**src/rtl/nn_pkg.sv**
```systemverilog
// -----------------------------------------------------------------------------
// nn_pkg
// Shared definitions for the neuron_layer design:
//   state_e     - sequencing states of the layer controller
//   sel_width   - width of a select field able to address n items (min 1 bit)
//   acc_width   - accumulator width that cannot overflow for n products
//   frac_bits   - number of fractional bits of the fixed-point format
//   sat_signed  - clamp a wide signed value into a w-bit signed range
// -----------------------------------------------------------------------------
package nn_pkg;

    typedef enum logic [2:0] {
        ST_IDLE  = 3'd0,
        ST_ACCUM = 3'd1,
        ST_DRAIN = 3'd2,
        ST_ACT   = 3'd3,
        ST_DONE  = 3'd4
    } state_e;

    function automatic int sel_width(input int n);
        return (n > 1) ? $clog2(n) : 1;
    endfunction

    // Full-precision product is 2*dw bits; summing n of them needs clog2(n)
    // more, plus one bit of headroom for the bias term.
    function automatic int acc_width(input int dw, input int n);
        return 2 * dw + $clog2(n) + 1;
    endfunction

    function automatic int frac_bits(input int dw, input int iw);
        return dw - iw;
    endfunction

    function automatic longint sat_signed(input longint v, input int w);
        longint hi;
        longint lo;
        hi = (longint'(1) <<< (w - 1)) - longint'(1);
        lo = -(longint'(1) <<< (w - 1));
        if (v > hi) begin
            return hi;
        end
        if (v < lo) begin
            return lo;
        end
        return v;
    endfunction

endpackage

```
**src/rtl/neuron_layer_if.sv**
```systemverilog
// -----------------------------------------------------------------------------
// neuron_layer_if
// Bundles the streaming input, configuration and result handshake of the
// neuron layer.
//   in_data/in_valid/in_ready    - input element stream (signed elements)
//   cfg_we/cfg_bias_we           - weight / bias write strobes
//   cfg_neuron/cfg_addr/cfg_data - target neuron, weight index, value
//   out_data/out_valid/out_ready - packed result vector and its handshake
// master drives stimulus/config and consumes results; slave is the layer.
// -----------------------------------------------------------------------------
interface neuron_layer_if
    import nn_pkg::*;
#(
    parameter int NUM_NEURONS = 4,
    parameter int NUM_INPUTS  = 16,
    parameter int DATA_WIDTH  = 8
) ();

    localparam int NSEL_W = sel_width(NUM_NEURONS);
    localparam int ASEL_W = sel_width(NUM_INPUTS);

    logic signed [DATA_WIDTH-1:0]         in_data;
    logic                                 in_valid;
    logic                                 in_ready;
    logic                                 cfg_we;
    logic                                 cfg_bias_we;
    logic [NSEL_W-1:0]                    cfg_neuron;
    logic [ASEL_W-1:0]                    cfg_addr;
    logic signed [DATA_WIDTH-1:0]         cfg_data;
    logic [NUM_NEURONS*DATA_WIDTH-1:0]    out_data;
    logic                                 out_valid;
    logic                                 out_ready;

    modport master (
        output in_data, in_valid, cfg_we, cfg_bias_we, cfg_neuron, cfg_addr,
               cfg_data, out_ready,
        input  in_ready, out_data, out_valid
    );

    modport slave (
        input  in_data, in_valid, cfg_we, cfg_bias_we, cfg_neuron, cfg_addr,
               cfg_data, out_ready,
        output in_ready, out_data, out_valid
    );

endinterface

```
**src/rtl/neuron_mac.sv**
```systemverilog
// -----------------------------------------------------------------------------
// neuron_mac
// One neuron lane: weight store, bias, registered product, accumulator and
// output activation stage.
// Ports:
//   clk, reset     - clock, asynchronous active-low reset
//   accept_i       - an input element is accepted this cycle
//   acc_en_i       - add the registered product into the accumulator
//   act_en_i       - compute and register the activated output
//   clear_i        - clear the accumulator (result consumed)
//   in_data_i      - input element, idx_i selects the matching weight
//   w_we_i/b_we_i  - weight / bias write enables (already qualified)
//   w_addr_i       - weight index for writes, cfg_data_i the value
//   out_o          - registered activated output
// Build option: define NN_RELU_EN for a ReLU activation; otherwise the
// saturated value is passed through unchanged.
// -----------------------------------------------------------------------------
module neuron_mac
    import nn_pkg::*;
#(
    parameter int NUM_INPUTS = 16,
    parameter int DATA_WIDTH = 8,
    parameter int INT_WIDTH  = 4,
    parameter int CNT_W      = sel_width(NUM_INPUTS)
) (
    input  logic                         clk,
    input  logic                         reset,
    input  logic                         accept_i,
    input  logic                         acc_en_i,
    input  logic                         act_en_i,
    input  logic                         clear_i,
    input  logic signed [DATA_WIDTH-1:0] in_data_i,
    input  logic [CNT_W-1:0]             idx_i,
    input  logic                         w_we_i,
    input  logic [CNT_W-1:0]             w_addr_i,
    input  logic                         b_we_i,
    input  logic signed [DATA_WIDTH-1:0] cfg_data_i,
    output logic signed [DATA_WIDTH-1:0] out_o
);

    localparam int ACC_W  = acc_width(DATA_WIDTH, NUM_INPUTS);
    localparam int PROD_W = 2 * DATA_WIDTH;
    localparam int FRAC   = frac_bits(DATA_WIDTH, INT_WIDTH);

    logic signed [DATA_WIDTH-1:0] weight_mem [NUM_INPUTS];
    logic signed [DATA_WIDTH-1:0] bias_q;

    logic signed [PROD_W-1:0]     product_q, product_d;
    logic signed [ACC_W-1:0]      acc_q;
    logic signed [DATA_WIDTH-1:0] out_q;

    logic signed [DATA_WIDTH-1:0] weight_sel;
    logic signed [ACC_W-1:0]      prod_ext;
    logic signed [ACC_W-1:0]      bias_ext;
    logic signed [ACC_W-1:0]      biased;
    logic signed [ACC_W-1:0]      shifted;
    logic signed [DATA_WIDTH-1:0] sat_val;
    logic signed [DATA_WIDTH-1:0] act_d;

    // Weights and bias live outside the reset domain so a reset only aborts
    // the vector in flight and keeps the programmed coefficients.
    always_ff @(posedge clk) begin
        if (w_we_i) begin
            weight_mem[w_addr_i] <= cfg_data_i;
        end
        if (b_we_i) begin
            bias_q <= cfg_data_i;
        end
    end

    assign weight_sel = weight_mem[idx_i];

    // Product is zero on cycles without an accepted element, so the
    // accumulator can add it unconditionally while enabled.
    always_comb begin
        product_d = '0;
        if (accept_i) begin
            product_d = in_data_i * weight_sel;
        end
    end

    assign prod_ext = {{(ACC_W-PROD_W){product_q[PROD_W-1]}}, product_q};
    assign bias_ext = {{(ACC_W-DATA_WIDTH){bias_q[DATA_WIDTH-1]}}, bias_q};

    // Bias is aligned to the product scale (2*FRAC fractional bits) before
    // the sum is rescaled; >>> on a signed value rounds toward -inf.
    always_comb begin
        biased  = acc_q + (bias_ext <<< FRAC);
        shifted = biased >>> FRAC;
        sat_val = DATA_WIDTH'(sat_signed(longint'(shifted), DATA_WIDTH));
`ifdef NN_RELU_EN
        act_d = sat_val[DATA_WIDTH-1] ? '0 : sat_val;
`else
        act_d = sat_val;
`endif
    end

    always_ff @(posedge clk or negedge reset) begin
        if (!reset) begin
            product_q <= '0;
            acc_q     <= '0;
            out_q     <= '0;
        end else begin
            product_q <= product_d;
            if (clear_i) begin
                acc_q <= '0;
            end else if (acc_en_i) begin
                acc_q <= acc_q + prod_ext;
            end
            if (act_en_i) begin
                out_q <= act_d;
            end
        end
    end

    assign out_o = out_q;

endmodule

```
**src/rtl/neuron_layer.sv**
```systemverilog
// -----------------------------------------------------------------------------
// neuron_layer
// NUM_NEURONS parallel fixed-point neurons fed by one shared input stream.
// Each accepted element k is multiplied by weight[n][k] in every lane; after
// NUM_INPUTS elements the sums are biased, rescaled, saturated, activated and
// presented as one packed result vector held until the consumer accepts it.
// Ports:
//   clk    - clock
//   reset  - asynchronous active-low reset (aborts the current vector,
//            coefficients are kept)
//   bus    - neuron_layer_if.slave: input stream, configuration port and
//            result handshake
// Build option: NN_RELU_EN selects a ReLU activation (default: identity).
// Sequencing: IDLE -> ACCUM -> DRAIN -> ACT -> DONE -> IDLE. Coefficient
// writes are honoured only in IDLE.
// -----------------------------------------------------------------------------
module neuron_layer
    import nn_pkg::*;
#(
    parameter int NUM_NEURONS = 4,
    parameter int NUM_INPUTS  = 16,
    parameter int DATA_WIDTH  = 8,
    parameter int INT_WIDTH   = 4
) (
    input  logic          clk,
    input  logic          reset,
    neuron_layer_if.slave bus
);

    localparam int              CNT_W    = sel_width(NUM_INPUTS);
    localparam logic [CNT_W-1:0] LAST_IDX = CNT_W'(NUM_INPUTS - 1);

    state_e            state_q, state_d;
    logic [CNT_W-1:0]  count_q, count_d;

    logic accept;
    logic acc_en;
    logic act_en;
    logic clear_en;
    logic cfg_open;
    logic in_ready_c;
    logic out_valid_c;
    logic addr_ok;

    always_comb begin
        state_d     = state_q;
        count_d     = count_q;
        accept      = 1'b0;
        acc_en      = 1'b0;
        act_en      = 1'b0;
        clear_en    = 1'b0;
        cfg_open    = 1'b0;
        in_ready_c  = 1'b0;
        out_valid_c = 1'b0;
        case (state_q)
            ST_IDLE, ST_ACCUM: begin
                in_ready_c = 1'b1;
                acc_en     = 1'b1;
                cfg_open   = (state_q == ST_IDLE);
                accept     = bus.in_valid;
                if (bus.in_valid) begin
                    // With a single input the first element is also the last,
                    // which takes IDLE straight to DRAIN.
                    if (count_q == LAST_IDX) begin
                        state_d = ST_DRAIN;
                        count_d = '0;
                    end else begin
                        state_d = ST_ACCUM;
                        count_d = count_q + 1'b1;
                    end
                end
            end
            ST_DRAIN: begin
                acc_en  = 1'b1;
                state_d = ST_ACT;
            end
            ST_ACT: begin
                act_en  = 1'b1;
                state_d = ST_DONE;
            end
            ST_DONE: begin
                out_valid_c = 1'b1;
                if (bus.out_ready) begin
                    clear_en = 1'b1;
                    count_d  = '0;
                    state_d  = ST_IDLE;
                end
            end
            default: begin
                state_d = ST_IDLE;
                count_d = '0;
            end
        endcase
    end

    always_ff @(posedge clk or negedge reset) begin
        if (!reset) begin
            state_q <= ST_IDLE;
            count_q <= '0;
        end else begin
            state_q <= state_d;
            count_q <= count_d;
        end
    end

    assign bus.in_ready  = in_ready_c;
    assign bus.out_valid = out_valid_c;

    // Index range check matters only when NUM_INPUTS is not a power of two.
    assign addr_ok = (int'(bus.cfg_addr) < NUM_INPUTS);

    for (genvar gi = 0; gi < NUM_NEURONS; gi++) begin : g_lane
        logic                         lane_sel;
        logic                         w_we;
        logic                         b_we;
        logic signed [DATA_WIDTH-1:0] lane_out;

        assign lane_sel = cfg_open && (int'(bus.cfg_neuron) == gi);
        assign w_we     = lane_sel && bus.cfg_we && addr_ok;
        assign b_we     = lane_sel && bus.cfg_bias_we;

        neuron_mac #(
            .NUM_INPUTS (NUM_INPUTS),
            .DATA_WIDTH (DATA_WIDTH),
            .INT_WIDTH  (INT_WIDTH),
            .CNT_W      (CNT_W)
        ) u_mac (
            .clk        (clk),
            .reset      (reset),
            .accept_i   (accept),
            .acc_en_i   (acc_en),
            .act_en_i   (act_en),
            .clear_i    (clear_en),
            .in_data_i  (bus.in_data),
            .idx_i      (count_q),
            .w_we_i     (w_we),
            .w_addr_i   (bus.cfg_addr),
            .b_we_i     (b_we),
            .cfg_data_i (bus.cfg_data),
            .out_o      (lane_out)
        );

        assign bus.out_data[gi*DATA_WIDTH +: DATA_WIDTH] = lane_out;
    end

endmodule

```
**src/flat_wrapper.sv**
```systemverilog
// flat-port wrapper written by rule: the top's interface ports become plain ports
module neuron_layer_flat import nn_pkg::*;
#(
    parameter int NUM_NEURONS = 4,
    parameter int NUM_INPUTS  = 16,
    parameter int DATA_WIDTH  = 8,
    parameter int INT_WIDTH   = 4
)
  (clk, reset, bus_in_data, bus_in_valid, bus_cfg_we, bus_cfg_bias_we, bus_cfg_neuron, bus_cfg_addr, bus_cfg_data, bus_out_ready, bus_in_ready, bus_out_data, bus_out_valid);
  neuron_layer_if #(.NUM_NEURONS(NUM_NEURONS), .NUM_INPUTS(NUM_INPUTS), .DATA_WIDTH(DATA_WIDTH)) bus_i ();
  input  logic clk;
  input  logic reset;
  input wire logic [$bits(bus_i.in_data)-1:0] bus_in_data;
  input wire logic [$bits(bus_i.in_valid)-1:0] bus_in_valid;
  input wire logic [$bits(bus_i.cfg_we)-1:0] bus_cfg_we;
  input wire logic [$bits(bus_i.cfg_bias_we)-1:0] bus_cfg_bias_we;
  input wire logic [$bits(bus_i.cfg_neuron)-1:0] bus_cfg_neuron;
  input wire logic [$bits(bus_i.cfg_addr)-1:0] bus_cfg_addr;
  input wire logic [$bits(bus_i.cfg_data)-1:0] bus_cfg_data;
  input wire logic [$bits(bus_i.out_ready)-1:0] bus_out_ready;
  output wire logic [$bits(bus_i.in_ready)-1:0] bus_in_ready;
  output wire logic [$bits(bus_i.out_data)-1:0] bus_out_data;
  output wire logic [$bits(bus_i.out_valid)-1:0] bus_out_valid;
  assign bus_i.in_data = bus_in_data;
  assign bus_i.in_valid = bus_in_valid;
  assign bus_i.cfg_we = bus_cfg_we;
  assign bus_i.cfg_bias_we = bus_cfg_bias_we;
  assign bus_i.cfg_neuron = bus_cfg_neuron;
  assign bus_i.cfg_addr = bus_cfg_addr;
  assign bus_i.cfg_data = bus_cfg_data;
  assign bus_i.out_ready = bus_out_ready;
  assign bus_in_ready = bus_i.in_ready;
  assign bus_out_data = bus_i.out_data;
  assign bus_out_valid = bus_i.out_valid;
  neuron_layer #(.NUM_NEURONS(NUM_NEURONS), .NUM_INPUTS(NUM_INPUTS), .DATA_WIDTH(DATA_WIDTH), .INT_WIDTH(INT_WIDTH)) u_core (.clk(clk), .reset(reset), .bus(bus_i));
endmodule
```
**config.mk**
```make
export PLATFORM = sky130hd
export DESIGN_NAME = neuron_layer_flat
export DESIGN_NICKNAME = d
export VERILOG_FILES = /design/src/rtl/nn_pkg.sv /design/src/rtl/neuron_layer_if.sv /design/src/rtl/neuron_mac.sv /design/src/rtl/neuron_layer.sv /design/src/flat_wrapper.sv
export SDC_FILE = /design/constraint.sdc
export NUM_CORES = 2
export LEC_CHECK = 0
export CAP_MARGIN = 10
export CORE_MARGIN = 3
export CORE_UTILIZATION = 55
export CTS_BUF_LIST = sky130_fd_sc_hd__clkbuf_4 sky130_fd_sc_hd__clkbuf_8
export DETAILED_ROUTE_END_ITERATION = 16
export DONT_BUFFER_PORTS = 1
export PLACE_DENSITY = 0.7
export SYNTH_ARGS = -nofsm -noshare
export SYNTH_HDL_FRONTEND = slang
export SYNTH_SLANG_ARGS = --single-unit
```
**constraint.sdc**
```tcl
create_clock -name clk -period 8.1 [get_ports clk]
set_clock_uncertainty 0.1 [all_clocks]
set_input_delay 1.62 -clock clk [delete_from_list [all_inputs] [get_ports clk]]
set_output_delay 1.62 -clock clk [all_outputs]
set_load 0.01 [all_outputs]
```
* Word level (Yosys, flattened, before mapping)
Memory sizes are Yosys's and may differ from the RTL's. Cells that the tools add are included.
Word-level totals: register bits after elaboration 219, latch bits 0, bits in writable memories 512, ROM bits 0, input bits 28, output and inout port bits 34, word-level logic and storage cells 138, memories 4
Memory list:
- u_core.g_lane[0].u_mac.weight_mem | depth 16, bits a word 8, rd ports 1, clocked after Yosys merged registers in 0, write ports 1, line neuron_mac.sv:45 | logic signed [DATA_WIDTH-1:0] weight_mem [NUM_INPUTS];
- u_core.g_lane[1].u_mac.weight_mem | depth 16, bits a word 8, rd ports 1, clocked after Yosys merged registers in 0, write ports 1, line neuron_mac.sv:45
- u_core.g_lane[2].u_mac.weight_mem | depth 16, bits a word 8, rd ports 1, clocked after Yosys merged registers in 0, write ports 1, line neuron_mac.sv:45
- u_core.g_lane[3].u_mac.weight_mem | depth 16, bits a word 8, rd ports 1, clocked after Yosys merged registers in 0, write ports 1, line neuron_mac.sv:45
Operators by class: add/sub/neg operators 9, $mul 4, divide/modulo/power cells 0, magnitude comparators 8, equality and inequality tests 10, shift operators 0, mux-type cells 64, bitwise operators 1, reduce and logical (&&, ||, !) cells 20
Operators by type and width (number):
- $mux 21 | 8
- $mux 8 | 12
- $add 21x12->21 | 4
- $add 21x16->21 | 4
- $gt 17x8->1 const B | 4
- $lt 17x8->1 const B | 4
- $mul 8x8->16 | 4
- $mux 16 | 4
- $mux 1 | 28
- $mux 7 | 4
- $logic_and 1x1->1 | 12
- $mux 4 | 3
- $pmux 3 s4 | 1
- $pmux 4 s3 | 1
- $eq 3x2->1 const B | 2
- $mux 3 | 2
- $add 4x1->4 const B | 1
- $eq 2x2->1 const B | 2
- $eq 4x4->1 const B | 1
- $ne 2x2->1 const B | 2
- $reduce_or 2->1 | 2
- $eq 3x1->1 const B | 1
- $eq 3x3->1 const B | 1
- $logic_not 3->1 | 1
- 8 further kinds | 8

* Logic depth before layout (Yosys ltp)
depth in word-level cells 7, mapped depth 24, mapped depth without buffers 21

* Modules after synthesis
From an unflattened synthesis, not the netlist that was laid out.
Unflattened totals: cells, all modules 3435, area total of the unflattened synthesis 44506.4 µm²
By module, submodules not included:
- neuron_mac (u_core.g_lane[3].u_mac) | times used 1, cells an instance 855, area an instance 11045.6 µm², sequential area each 5210.0 µm²
- neuron_mac (u_core.g_lane[2].u_mac) | times used 1, cells an instance 847, area an instance 11011.8 µm², sequential area each 5210.0 µm²
- neuron_mac (u_core.g_lane[0].u_mac) | times used 1, cells an instance 841, area an instance 10989.3 µm², sequential area each 5210.0 µm²
- neuron_mac (u_core.g_lane[1].u_mac) | times used 1, cells an instance 837, area an instance 10980.5 µm², sequential area each 5210.0 µm²
- neuron_layer | times used 1, cells an instance 55, area an instance 479.2 µm², sequential area each 175.2 µm²

* Least setup slack after synthesis
Ideal clock, no wire load.
kind reg-to-reg, from register u_core.count_q[0], to register u_core.g_lane[3].u_mac.product_q[15], setup time 128 ps, arrival 6521 ps, data required time 7872 ps, setup slack 1352 ps, stages on the path, launching flop included 24, buffers on the path 3, clock period less this slack 6748 ps, path through dfrtp_1 -> clkbuf_1 -> buf_1 -> buf_2 -> mux4_2 -> mux4_2 -> and2_1 -> fa_1 -> inv_1 -> fa_1 -> inv_1 -> fa_1 -> inv_1 -> fa_1 -> inv_1 -> ha_1 -> inv_1 -> o21bai_1 -> a21oi_1 -> o21bai_1 -> a211o_1 -> a2111oi_0 -> o21ai_0 -> nor3b_1
On the way: cells in the longest elaborated chain, start to end 3
RTL lines:
- start: declaration | line neuron_layer.sv:34 | logic [CNT_W-1:0] count_q, count_d;
- start signal: assignment | line neuron_layer.sv:102 | count_q <= count_d;
- $mem_v2 16x8
- $mul 8x8->16 | line neuron_mac.sv:78 | product_d = in_data_i * weight_sel;
- $mux 16 | line neuron_mac.sv:77 | if (accept_i) begin
- via u_core.g_lane[3].u_mac.product_d[15] | line neuron_mac.sv:48 | logic signed [PROD_W-1:0] product_q, product_d;
- end signal: assignment | line neuron_mac.sv:104 | product_q <= product_d;
- end: declaration | line neuron_mac.sv:48
The timed path passes the listed nets, and every way through them passes these cells. A chain may end at the register's enable or synchronous reset.

* Worst setup path in the final report
Same ends and word-level chain as after synthesis.

==> run_results.csv <==
group,metric,value,unit
outcome,status,"complete, no violations",
setup_path,end_kind,"register",
die,dieArea,83300,sq um
logic_synthesis,synth_seq_area_share,0.478,
sta,worst_slew_pin_slew,1.24,ns
detailed_routing,wl,94300,um
logic_synthesis,synth-edff-count,544,
setup_path,critical-path-top-delay-family,"adder cells",
die,num_rows,103,
setup_path,required,8.56,ns
setup_path,start_kind,"register",
clocking,worstSkewPairLatency,0.73,ns
logic_synthesis,ys_types,92,
setup_path,cp.arrival,7.36,ns
die,io_pins,62,
logic_synthesis,syn_area,43900,sq um
detailed_routing,initialDrtViolationCount,2133,
cells_and_area,final_nets,4033,
logic_synthesis,yosysMostFrequentCell,"edfxtp_1",
global_route,grt_pass1_vias,27200,
cells_and_area,area_delta_synth_final,8.50,%
detailed_routing,ant_nets,0,
detailed_routing,wl_per_cell,20.2,um
clocking,cts_tree,"yes",
place,portBuffers,0,
sta,setup-violations-final,0,
sta,fmax,145,MHz
clocking,clk_pin_slew_worst_paths,0.06,ns
global_route,grt.total_usage,0.233,
logic_synthesis,syn_inst,3485,
global_route,grt.overflow.total,0,
setup_path,crit_chain,"buf_4 > mux4_2 > mux4_2 > nand2_1 > fa_1 > fa_1 > inv_1 > fa_1 > inv_1 > fa_1 > inv_1 > ha_1 > inv_1 > o21bai_1 > a21oi_1 > o21bai_1 > a211o_1 > a2111oi_0 > o21ai_0 > nor3b_1",
die,die_h,289,um
sta,slew_viol_final,0,
clocking,cts.htree.levels,3,
logic_synthesis,ys_warn_count,0,
clocking,cts-root-buf,"clkbuf_8",
cells_and_area,layout-drive-gt1-share,0.120,
sta,tns,0,ns
global_route,grt_pass1_wl,151000,um
logic_synthesis,syn_nets,4002,
clocking,post-cts-setup-buffers,0,
logic_synthesis,synth.area.top_cells,"edfxtp_1, dfrtp_1, fa_1",
place,pre_cts_ws,1.15,ns
setup_path,worst-setup-path-type,"reg2reg",
global_route,antenna_found_initial,3,
logic_synthesis,yosysTopAreaCell,"edfxtp_1",
logic_synthesis,netlist.area_leader.share,0.372,
clocking,cts_sinks,731,
sta,timing.slew.headroom,0.168,
logic_synthesis,synth_commonest_cells,"edfxtp_1, inv_1, ha_1",
detailed_routing,drc,0,
sta,setup_ws,1.20,ns
sta,rsz0062_at_grt,"no",
setup_path,slowest_delay,0.89,ns
clocking,cts_buffers,118,
detailed_routing,routed_via_density,5.73,
global_route,grt_max_degree,188,
logic_synthesis,synthFlopType,"edfxtp_1",
logic_synthesis,synth-seq-cells,731,
place,dp_hpwl,64700,um
detailed_routing,dr.pass1.iters,7,
detailed_routing,num_vias,26700,
logic_synthesis,synth_area_per_cell,12.6,sq um
place,gp_congestion,0.824,
die,die_w,289,um
clocking,cts_buffer_depth,3,
die,core_area,79000,sq um
worst_hold_path,hp-class,"reg2reg",
die,initial_core_util,0.556,
sta,period_minus_slack,6.90,ns
setup_path,crit_buf_inv,5,
setup_path,path_max_fanout,34,
sta,fin_crit_sh,0.852,
sta,timing.final.hold_violations,0,
flow_run,maxCapViolCount,0,
logic_synthesis,synth-async-reset-ratio,0.256,
clocking,cts-resized-gates,0,
setup_path,cp_slowest_cell,"dfrtp_4",
clocking,cts_hold_buffers,0,
-- final cells by class --
type / count / area (sq um)
fillers: 6115 / 31300
multi-input cells: 2269 / 21100
flip-flops and latches: 731 / 21000
clock buffers: 154 / 1940
inverters: 373 / 1400
well taps: 1050 / 1310
clock inverters: 67 / 633
repair buffers: 23 / 248
diodes: 3 / 7.51
-- path summary, 6_finish.rpt --
path                                                                   from  slack, ns  depth (start not counted)                                        endpoint
worst max-delay path                          u_core.count_q[0]$_DFFE_PN0P_       1.20                         20  u_core.g_lane[3].u_mac.product_q[15]$_DFF_PN0_
worst min-delay path            u_core.g_lane[3].u_mac.acc_q[3]$_DFFE_PN0P_       0.42                          2     u_core.g_lane[3].u_mac.acc_q[3]$_DFFE_PN0P_
worst max register to register                u_core.count_q[0]$_DFFE_PN0P_       1.20                         20  u_core.g_lane[3].u_mac.product_q[15]$_DFF_PN0_
worst min register to register  u_core.g_lane[3].u_mac.acc_q[3]$_DFFE_PN0P_       0.42                          2     u_core.g_lane[3].u_mac.acc_q[3]$_DFFE_PN0P_
max in group asynchronous                                             reset       7.01                          0                   u_core.count_q[0]$_DFFE_PN0P_
min in group asynchronous                                             reset       0.51                          0     u_core.g_lane[0].u_mac.out_o[5]$_DFFE_PN0P_
-- flip-flops by register name (all words and copies together) (netlist names) --
signal / count
u_core.g_lane.u_mac.out_o: 32
u_core.g_lane.u_mac.bias_q: 32
u_core.g_lane.u_mac.weight_mem: 512
u_core.count_q: 4
u_core.state_q: 3
u_core.g_lane.u_mac.acc_q: 84
u_core.g_lane.u_mac.product_q: 64
-- cells in the final DEF, fill, tap and decap left out, types with 19 or more instances in the layout --
cell type,n
clkinv_1,28
nand2_1,190
dfrtp_1,183
nor2_1,218
xnor2_1,114
edfxtp_1,544
and3_1,32
clkbuf_4,28
a211oi_1,29
clkinv_2,21
clkbuf_8,126
nand3_1,79
o21a_1,24
and2_1,175
mux4_2,156
a21o_1,50
xor2_1,64
o21ai_0,140
nor3_1,39
o21bai_1,45
a21oi_1,145
nand4_1,19
ha_1,261
inv_1,373
fa_1,228
-- tightest hold or removal path, cell delays in order (launching register included) --
cell	delay (ns)
dfrtp_1	0.35
nand3_1	0.06
o21ai_0	0.07
-- routing by layer --
metal	vias up	GRT usage	part of all wire
met5	-	0	0
met2	771	0.374	0.46
met3	131	0.0486	0.075
met1	13300	0.326	0.44
met4	0	0.0611	0.021
li1	12600	-	-
-- cells by family after synthesis --
kind of cell,Yosys count,share of synthesized area
compound gates,586,0.0864
xor+xnor,179,0.0359
fa+ha+maj,489,0.178
buf+inv,485,0.0423
flops,731,0.478
mux,168,0.0829
simple gates,847,0.0960
-- stage by stage --
stage | area, sq um | cells | hold WS [ns] | utilization
floorplan | 43900 | 3485 | 0.373 | -
global placement | 45100 | 4446 | 0.395 | 0.571
detailed placement | 45100 | 4446 | 0.408 | 0.571
CTS | 47700 | 4667 | 0.421 | 0.603
global route | 47700 | 4668 | 0.451 | 0.603
finish | 47700 | 4670 | 0.419 | 0.603
Power is not shown: default switching activity piles up to over one toggle a cycle in this logic, so the estimate is an artifact.
